### config.mk
export PLATFORM = sky130hd
export DESIGN_NAME = seg7_scan_driver
export DESIGN_NICKNAME = d
export VERILOG_FILES = /design/src/rtl/seg7_pkg.sv /design/src/rtl/seg7_glyph_rom.sv /design/src/rtl/seg7_scan_driver.sv
export SDC_FILE = /design/constraint.sdc
export NUM_CORES = 1
export LEC_CHECK = 0
export ABC_AREA = 1
export CORE_MARGIN = 2
export CORE_UTILIZATION = 35
export CTS_BUF_LIST = sky130_fd_sc_hd__clkbuf_4 sky130_fd_sc_hd__clkbuf_8 sky130_fd_sc_hd__clkbuf_16
export DETAILED_ROUTE_END_ITERATION = 12
export GPL_TIMING_DRIVEN = 0
export PLACE_DENSITY = 0.5
export SETUP_SLACK_MARGIN = 0.05
export SLEW_MARGIN = 15
export SYNTH_ARGS = -nofsm -noshare
export SYNTH_HDL_FRONTEND = slang
export SYNTH_SLANG_ARGS = --single-unit
### constraint.sdc
create_clock -name clock -period 3.3 [get_ports clock]
set_clock_uncertainty 0.15 [all_clocks]
set_input_delay 0.66 -clock clock [delete_from_list [all_inputs] [get_ports clock]]
set_output_delay 0.66 -clock clock [all_outputs]
set_load 0.05 [all_outputs]
### src/rtl/seg7_pkg.sv
// Shared character codes and display constants for the seven-segment scan driver.
package seg7_pkg;

    typedef logic [4:0] char_t;

    localparam int NUM_DIGITS = 8;

    localparam char_t CH_0     = 5'h00;
    localparam char_t CH_1     = 5'h01;
    localparam char_t CH_2     = 5'h02;
    localparam char_t CH_3     = 5'h03;
    localparam char_t CH_4     = 5'h04;
    localparam char_t CH_5     = 5'h05;
    localparam char_t CH_6     = 5'h06;
    localparam char_t CH_7     = 5'h07;
    localparam char_t CH_8     = 5'h08;
    localparam char_t CH_9     = 5'h09;
    localparam char_t CH_A     = 5'h0A;
    localparam char_t CH_B     = 5'h0B;
    localparam char_t CH_C     = 5'h0C;
    localparam char_t CH_D     = 5'h0D;
    localparam char_t CH_E     = 5'h0E;
    localparam char_t CH_F     = 5'h0F;
    localparam char_t CH_BLANK = 5'h10;
    localparam char_t CH_G     = 5'h11;
    localparam char_t CH_J     = 5'h12;
    localparam char_t CH_L     = 5'h13;
    localparam char_t CH_P     = 5'h14;
    localparam char_t CH_S     = 5'h15;
    localparam char_t CH_T     = 5'h16;
    localparam char_t CH_U     = 5'h17;
    localparam char_t CH_Y     = 5'h18;
    localparam char_t CH_DASH  = 5'h19;

    localparam logic [6:0] SEG_OFF = 7'h7F;
    localparam logic [NUM_DIGITS*5-1:0] BLANK_FRAME = {NUM_DIGITS{CH_BLANK}};

endpackage

### src/rtl/seg7_glyph_rom.sv
// Character code to active-low {g,f,e,d,c,b,a} segment pattern; purely combinational.
// Unassigned codes render blank.
module seg7_glyph_rom
    import seg7_pkg::*;
(
    input  logic [4:0] ch,
    output logic [6:0] seg
);

    always_comb begin
        seg = SEG_OFF;
        case (ch)
            CH_0:    seg = 7'h40;
            CH_1:    seg = 7'h79;
            CH_2:    seg = 7'h24;
            CH_3:    seg = 7'h30;
            CH_4:    seg = 7'h19;
            CH_5:    seg = 7'h12;
            CH_6:    seg = 7'h02;
            CH_7:    seg = 7'h78;
            CH_8:    seg = 7'h00;
            CH_9:    seg = 7'h10;
            CH_A:    seg = 7'h08;
            CH_B:    seg = 7'h03;
            CH_C:    seg = 7'h46;
            CH_D:    seg = 7'h21;
            CH_E:    seg = 7'h06;
            CH_F:    seg = 7'h0E;
            CH_G:    seg = 7'h42;
            CH_J:    seg = 7'h61;
            CH_L:    seg = 7'h47;
            CH_P:    seg = 7'h0C;
            CH_S:    seg = 7'h12;
            CH_T:    seg = 7'h07;
            CH_U:    seg = 7'h41;
            CH_Y:    seg = 7'h11;
            CH_DASH: seg = 7'h3F;
            default: seg = SEG_OFF;
        endcase
    end

endmodule

### src/rtl/seg7_scan_driver.sv
// Holds an 8-char frame and scans it onto a common-anode 8-digit display; 1-cycle output latency.
// New frames wait in a one-deep pending buffer and commit only at scan-frame wrap. SEG7_BLINK_EN adds blinking.
module seg7_scan_driver
    import seg7_pkg::*;
#(
    parameter int DIGIT_DIV    = 100_000,
    parameter int GUARD_CYCLES = 2_000,
    parameter int BLINK_DIV    = 25_000_000
) (
    input  logic        clock,
    input  logic        reset,
    input  logic        frame_valid,
    output logic        frame_ready,
    input  logic [39:0] frame_chars,
    input  logic [7:0]  frame_dp,
    input  logic [7:0]  blink_mask,
    output logic [7:0]  an,
    output logic [6:0]  seg,
    output logic        dp
);

    localparam int PW = $clog2(DIGIT_DIV);
    localparam logic [PW-1:0] PRE_LAST  = PW'(DIGIT_DIV - 1);
    localparam logic [PW-1:0] GUARD_LVL = PW'(GUARD_CYCLES);

    logic [PW-1:0] pre_q, pre_d;
    logic [2:0]    idx_q, idx_d;
    logic [39:0]   pend_chars_q, pend_chars_d;
    logic [7:0]    pend_dp_q, pend_dp_d;
    logic          pend_full_q, pend_full_d;
    logic [39:0]   act_chars_q, act_chars_d;
    logic [7:0]    act_dp_q, act_dp_d;
    logic          ready_q, ready_d;
    logic [7:0]    an_q, an_d;
    logic [6:0]    seg_q, seg_d;
    logic          dp_q, dp_d;

    logic          boundary;
    logic          xfer;
    logic [5:0]    char_base;
    logic [6:0]    glyph;
    logic          blank_digit;

    assign char_base = {idx_q, 2'b00} + {3'b000, idx_q};

    seg7_glyph_rom u_rom (
        .ch  (act_chars_q[char_base +: 5]),
        .seg (glyph)
    );

`ifdef SEG7_BLINK_EN
    localparam int BW = $clog2(BLINK_DIV);
    localparam logic [BW-1:0] BLINK_LAST = BW'(BLINK_DIV - 1);

    logic [BW-1:0] bcnt_q, bcnt_d;
    logic          bph_q, bph_d;

    always_comb begin
        bcnt_d = bcnt_q + 1'b1;
        bph_d  = bph_q;
        if (bcnt_q == BLINK_LAST) begin
            bcnt_d = '0;
            bph_d  = ~bph_q;
        end
    end

    always_ff @(posedge clock) begin
        if (!reset) begin
            bcnt_q <= '0;
            bph_q  <= 1'b0;
        end else begin
            bcnt_q <= bcnt_d;
            bph_q  <= bph_d;
        end
    end

    // Mask is sampled live so the producer can start/stop blinking without sending a frame.
    assign blank_digit = bph_q && blink_mask[idx_q];
`else
    logic blink_unused;
    assign blink_unused = ^blink_mask ^ BLINK_DIV[0];
    assign blank_digit  = 1'b0;
`endif

    assign boundary    = (pre_q == PRE_LAST) && (idx_q == 3'd7);
    assign xfer        = frame_valid && ready_q;
    assign frame_ready = ready_q;

    always_comb begin
        pre_d        = pre_q + 1'b1;
        idx_d        = idx_q;
        pend_chars_d = pend_chars_q;
        pend_dp_d    = pend_dp_q;
        pend_full_d  = pend_full_q;
        act_chars_d  = act_chars_q;
        act_dp_d     = act_dp_q;

        if (pre_q == PRE_LAST) begin
            pre_d = '0;
            idx_d = idx_q + 3'd1;
        end

        if (xfer) begin
            pend_chars_d = frame_chars;
            pend_dp_d    = frame_dp;
            pend_full_d  = 1'b1;
        end

        // xfer and commit are mutually exclusive: ready is low whenever pending is full.
        if (boundary && pend_full_q) begin
            act_chars_d = pend_chars_q;
            act_dp_d    = pend_dp_q;
            pend_full_d = 1'b0;
        end

        ready_d = !pend_full_d;

        an_d  = (pre_q >= GUARD_LVL) ? ~(8'h01 << (3'd7 - idx_q)) : 8'hFF;
        seg_d = blank_digit ? SEG_OFF : glyph;
        dp_d  = blank_digit ? 1'b1 : ~act_dp_q[idx_q];
    end

    always_ff @(posedge clock) begin
        if (!reset) begin
            pre_q        <= '0;
            idx_q        <= '0;
            pend_chars_q <= BLANK_FRAME;
            pend_dp_q    <= '0;
            pend_full_q  <= 1'b0;
            act_chars_q  <= BLANK_FRAME;
            act_dp_q     <= '0;
            ready_q      <= 1'b1;
            an_q         <= 8'hFF;
            seg_q        <= SEG_OFF;
            dp_q         <= 1'b1;
        end else begin
            pre_q        <= pre_d;
            idx_q        <= idx_d;
            pend_chars_q <= pend_chars_d;
            pend_dp_q    <= pend_dp_d;
            pend_full_q  <= pend_full_d;
            act_chars_q  <= act_chars_d;
            act_dp_q     <= act_dp_d;
            ready_q      <= ready_d;
            an_q         <= an_d;
            seg_q        <= seg_d;
            dp_q         <= dp_d;
        end
    end

    assign an  = an_q;
    assign seg = seg_q;
    assign dp  = dp_q;

endmodule

======== Word-level counts from Yosys, hierarchy flattened ========
Memories as Yosys holds them, arrays and structs flattened. A register that Yosys moved wholly into a read port is not among the register bits.
Index checks and enable logic that the tools add are counted.
word-level totals
  flip-flop bits (word level) ............. 127
  bits in latches ......................... 0
  memory bits (writable) .................. 0
  memory bits (read-only) ................. 224
  bits of input ports ..................... 59
  output and inout port bits .............. 17
  word-level logic and storage cells ...... 35
  memories ................................ 1
memories
  name             depth  width  read ports  clocked after Yosys merged registers in  wr ports  RTL line              source
  (no name shown)  32     7      1           1                                        0         seg7_glyph_rom.sv:12  case (ch)
operators by class
  add/subtract/negate cells ............... 4
  multipliers ............................. 0
  divide/modulo/power cells ............... 0
  $lt $le $gt $ge ......................... 2
  eq/ne operators ......................... 2
  shift-type cells ........................ 2
  mux-type cells .......................... 4
  bitwise gates (word level) .............. 3
  reductions and logical operators ........ 7
operators with widths
  cell                                                                                   number
  40-bit by 7-bit indexed part select with 5-bit output                                  1
  17-bit by 1-bit adder with 17-bit output, second input constant                        1
  17-bit == test, second input constant                                                  1
  17-bit by 11-bit greater-or-equal comparator with 1-bit output, second input constant  1
  8-bit NOT                                                                              1
  1-bit by 3-bit left shift with 8-bit output, first input constant                      1
  5-bit by 3-bit adder with 6-bit output                                                 1
  3-bit by 4-bit < comparator with 1-bit output, second input constant                   1
  3-bit by 1-bit adder with 3-bit output, second input constant                          1
  1-bit binary-select mux with 3-bit select                                              1
  3-bit == test, second input constant                                                   1
  1-bit logical AND                                                                      3
  1-bit 2-to-1 mux                                                                       3
  3-bit subtractor, first input constant                                                 1
  1-bit logical NOT                                                                      2
  1-bit NOT                                                                              2
  2-bit AND reduction                                                                    1
  2-bit OR reduction                                                                     1

======== Depth between registers and ports, before layout ========
  depth in word-level cells ............... 5
  gate-level depth with buffers ........... 21
  gate-level depth less buffers ........... 19

======== Modules after synthesis ========
A second synthesis with hierarchy kept.
unflattened totals
  cells, all modules ...................... 1,107
  area, all modules ....................... 6,945.4 sq um
modules (own cells, without submodules)
  module            instances  cells an instance  area each (sq um)  sequential area each (sq um)
  seg7_scan_driver  1          1,012              6,456.2            2,682.6
  seg7_glyph_rom    1          95                 489.2              0.0

======== Worst setup path before layout ========
OpenSTA, ideal clock, no wires.
  kind .................................... register to register
  from .................................... register idx_q[2]
  to ...................................... register seg_q[5], in the netlist seg[5]
  library setup time ...................... 64 ps
  data arrival time ....................... 2,620 ps
  required time ........................... 3,086 ps
  setup slack ............................. 466 ps
  stages on the path, launching flop included .. 19
  period minus slack after synthesis ...... 2,834 ps
  cells stage by stage .................... dfxtp_1 -> ha_1 -> ha_1 -> buf_2 -> clkbuf_1 -> nand2_1 -> nor2_1 -> nand2_1 -> nand2_1 -> nand2_1 -> nand3_1 -> nand2_1 -> inv_2 -> ha_1 -> nor2_1 -> nand3b_1 -> o21ai_0 -> nand2_1 -> nand3_1
between the ends
  word-level cells in the longest chain between the ends .. 2
ends and longest elaborated chain
  what                                                   RTL line                 source
  from (decl)                                            seg7_scan_driver.sv:27   logic [2:0] idx_q, idx_d;
  from (signal assigned)                                 seg7_scan_driver.sv:138  idx_q <= idx_d;
  5-bit by 3-bit adder with 6-bit output                 seg7_scan_driver.sv:44   assign char_base = {idx_q, 2'b00} + {3'b000, idx_q};
  40-bit by 7-bit indexed part select with 5-bit output  seg7_scan_driver.sv:47   .ch (act_chars_q[char_base +: 5]),
  to (decl)                                              seg7_scan_driver.sv:35   logic [6:0] seg_q, seg_d;
No other way between the ends.
A chain may end at the register's enable or synchronous reset.

======== Final worst setup path ========
  from .................................... register idx_q[2]
  to ...................................... register seg_q[3], in the netlist seg[3]
The elaborated chain is that of the path after synthesis.

==> metrics.txt <==
status completed; placed instance area 7730 sq um; antenna cell count 0; layout filler cell count between 1.5k and 2k; Die Area approximately 20000 sq um; Lkg Pwr about 3.6 nW; CTS buffer count 17; # setup viols final 0; Reg clk slew, reported paths 0.07 ns; worst endpoint required time 3.46 ns; Port Buffer Count 66; RePlAce Congestion 0.933; synth unique cells 40; post-DP HPWL roughly 15000 um; Worst setup SP type register; Yosys warning total 0; core footprint ~19000 sq um; Max Cap Viol 0; dominant synthesized flop cell dfxtp_1; critical path capture point type register; power density over the cells about 460 nW/um^2; Syn Area/Cell about 7 sq um; P&R area growth vs syn 24.3%; R2R Setup Slk 0.21 ns; Finished Cell Area 8380 sq um; Max Clk Rate roughly 0.32 GHz; Async S/R FF share, synth 0; Max IR drop VDD around 0.3 mV; synth top area cells dfxtp_1 40%, nand2_1 13%, nor2_1 10%; hold crit path type reg -> reg; Yosys top cell by area dfxtp_1; Post-synth EDFFs 0; Synth Net Count between 1k and 1.5k; Slew Limit Headroom 0.536; top cells by instance count after synthesis 235 x nand2_1, 183 x nor2_1, 134 x dfxtp_1, 98 x nand3_1, 80 x o21ai_0; GRT overflow 0; final worst-path cycle share 0.936; # H-tree levels 4; number of global-route vias before repair about 6.3k; Final ANT Viol Nets 0; first-pass GRT wire length 32400 um; critical path arrival ~3.3 ns; Tightest Pin Transition just under 0.7 ns; routed len/inst 14.6 um; top-count cell post-synth nand2_1; flops & latches, synth between 100 and 150; total vias in the final route between 6k and 7k; initial antenna violation count 0; fin worst setup slack 0.211 ns; DR vias/cell a little under 5; Min Hold Slack about 0.31 ns; total track usage 0.206; row count 50; crit-path max FO 8; Initial Utilization 0.358; NumNets Final ~1.2k; largest net degree at the start of global routing 17; Fin. Hold Viols 0; register area share after synthesis 0.398; Synth Cell Area 6750 sq um; dpl ws -0.271 ns; post-synth top area share 0.398; Slew Limit Fails 0; RSZ-0062 raised after global routing true; Initial DRC Count about 400; Root Buffer clkbuf_16; DRC viols 0; CTS tree yes; clk_lat worst skew approximately 0.44 ns; crit path time final between 3 and 4 ns; cts-stage hold buffer count 0; Die Wd roughly 140 um; Ports 76; Die H 143 um; Worst Setup Path Type reg -> reg; Mapped Cells 990; layout cell share with drive strength beyond 1 0.0981; clk buf depth 2; routed wire length around 20000 um; drt first pass iters 5; Sink Count around 130
==> registers in the layout (all words and copies together), names as in the netlist <==
register and cells:
an 8, pend_chars_q 40, act_dp_q 8, act_chars_q 40, frame_ready 1, seg 7, pre_q 17, pend_dp_q 8
pend_full_q 1, idx_q 3, dp 1
==> cells in the final DEF (no fill, tap or decap), types with 17 or more instances in the layout <==
| cell type | instances |
|---|---|
| nand2_1 | 233 |
| nor2_1 | 183 |
| dfxtp_1 | 132 |
| nand3_1 | 98 |
| o21ai_0 | 80 |
| clkdlybuf4s50_1 | 66 |
| inv_1 | 53 |
| clkbuf_1 | 26 |
| a21oi_1 | 21 |
| o211ai_1 | 17 |
| clkbuf_16 | 17 |
==> critical path, stage by stage (launching register included) <==
cell	delay, ns
dfxtp_4	0.40
ha_1	0.24
ha_1	0.27
clkbuf_4	0.18
nor2_4	0.22
nand2_1	0.11
a21oi_2	0.19
nor2_1	0.07
nand2_1	0.06
nand3_1	0.09
nand2_2	0.12
inv_1	0.11
ha_1	0.35
inv_1	0.05
nand2_1	0.06
nand2_1	0.04
a21oi_1	0.16
nand3_1	0.09
==> metrics by stage <==
stage	instances	TNS [ns]	utilization	power [mW]
after floorplan	990	0	-	1.84
after global placement	1316	-1.54	0.411	1.95
after detailed placement	1316	-1.28	0.411	1.95
after CTS	1348	0	0.443	3.88
after global routing	1351	-0.00545	0.445	3.98
final	1351	0	0.445	3.84
==> timing repair <==
| action | CTS | global route |
|---|---|---|
| gates resized for setup | 6 | 10 |
| setup buffers | 0 | 3 |
| setup endpoints to repair | 7 | 7 |
| pin swaps | 0 | 1 |
==> final cells by class <==
type                            instances  area [sq um]  area share
Buffer                                 54           313      0.0373
Clock buffer                           18           439      0.0524
Clock inverter                         14           156      0.0187
Inverter                               63           236      0.0282
Multi-Input combinational cell        739          3540       0.422
Sequential cell                       134          2690       0.321
Tap cell                              260           325      0.0388
Timing Repair Buffer                   69           683      0.0815
==> report_power, final <==
part | total, mW | internal [mW] | switching, mW
Clock | 1.93 | 1.09 | 0.841
Sequential | 1.70 | 1.67 | 0.0288
Combinational | 0.207 | 0.0968 | 0.110
Total | 3.84 | 2.86 | 0.979
==> per-layer routing <==
| layer | vias up | GRT usage | part of all wire |
|---|---|---|---|
| li1 | 3407 | - | - |
| met1 | 2930 | 0.267 | 0.47 |
| met2 | 152 | 0.342 | 0.47 |
| met3 | 26 | 0.0426 | 0.047 |
| met4 | 0 | 0.0641 | 0.017 |
| met5 | - | 0 | 0 |
==> worst paths after layout <==
kind | from | cells after the start | to
worst max-delay path | idx_q[2] | 17 | seg[3]
worst min-delay path | pend_chars_q[4] | 2 | act_chars_q[4]
worst max register to register | idx_q[2] | 17 | seg[3]
worst min register to register | pend_chars_q[4] | 2 | act_chars_q[4]
==> cells by family (layout without fill, tap and decap cells) <==
kind of cell | count (synthesis) | in the layout | synth area share
fa+ha+maj | 17 | 17 | 0.0315
xor+xnor | 1 | 1 | 0.00241
compound gates | 155 | 155 | 0.130
buf+inv | 117 | 218 | 0.0803
simple gates | 566 | 566 | 0.358
flops | 134 | 134 | 0.398
No activity file was read; power rests on OpenSTA's default activity.
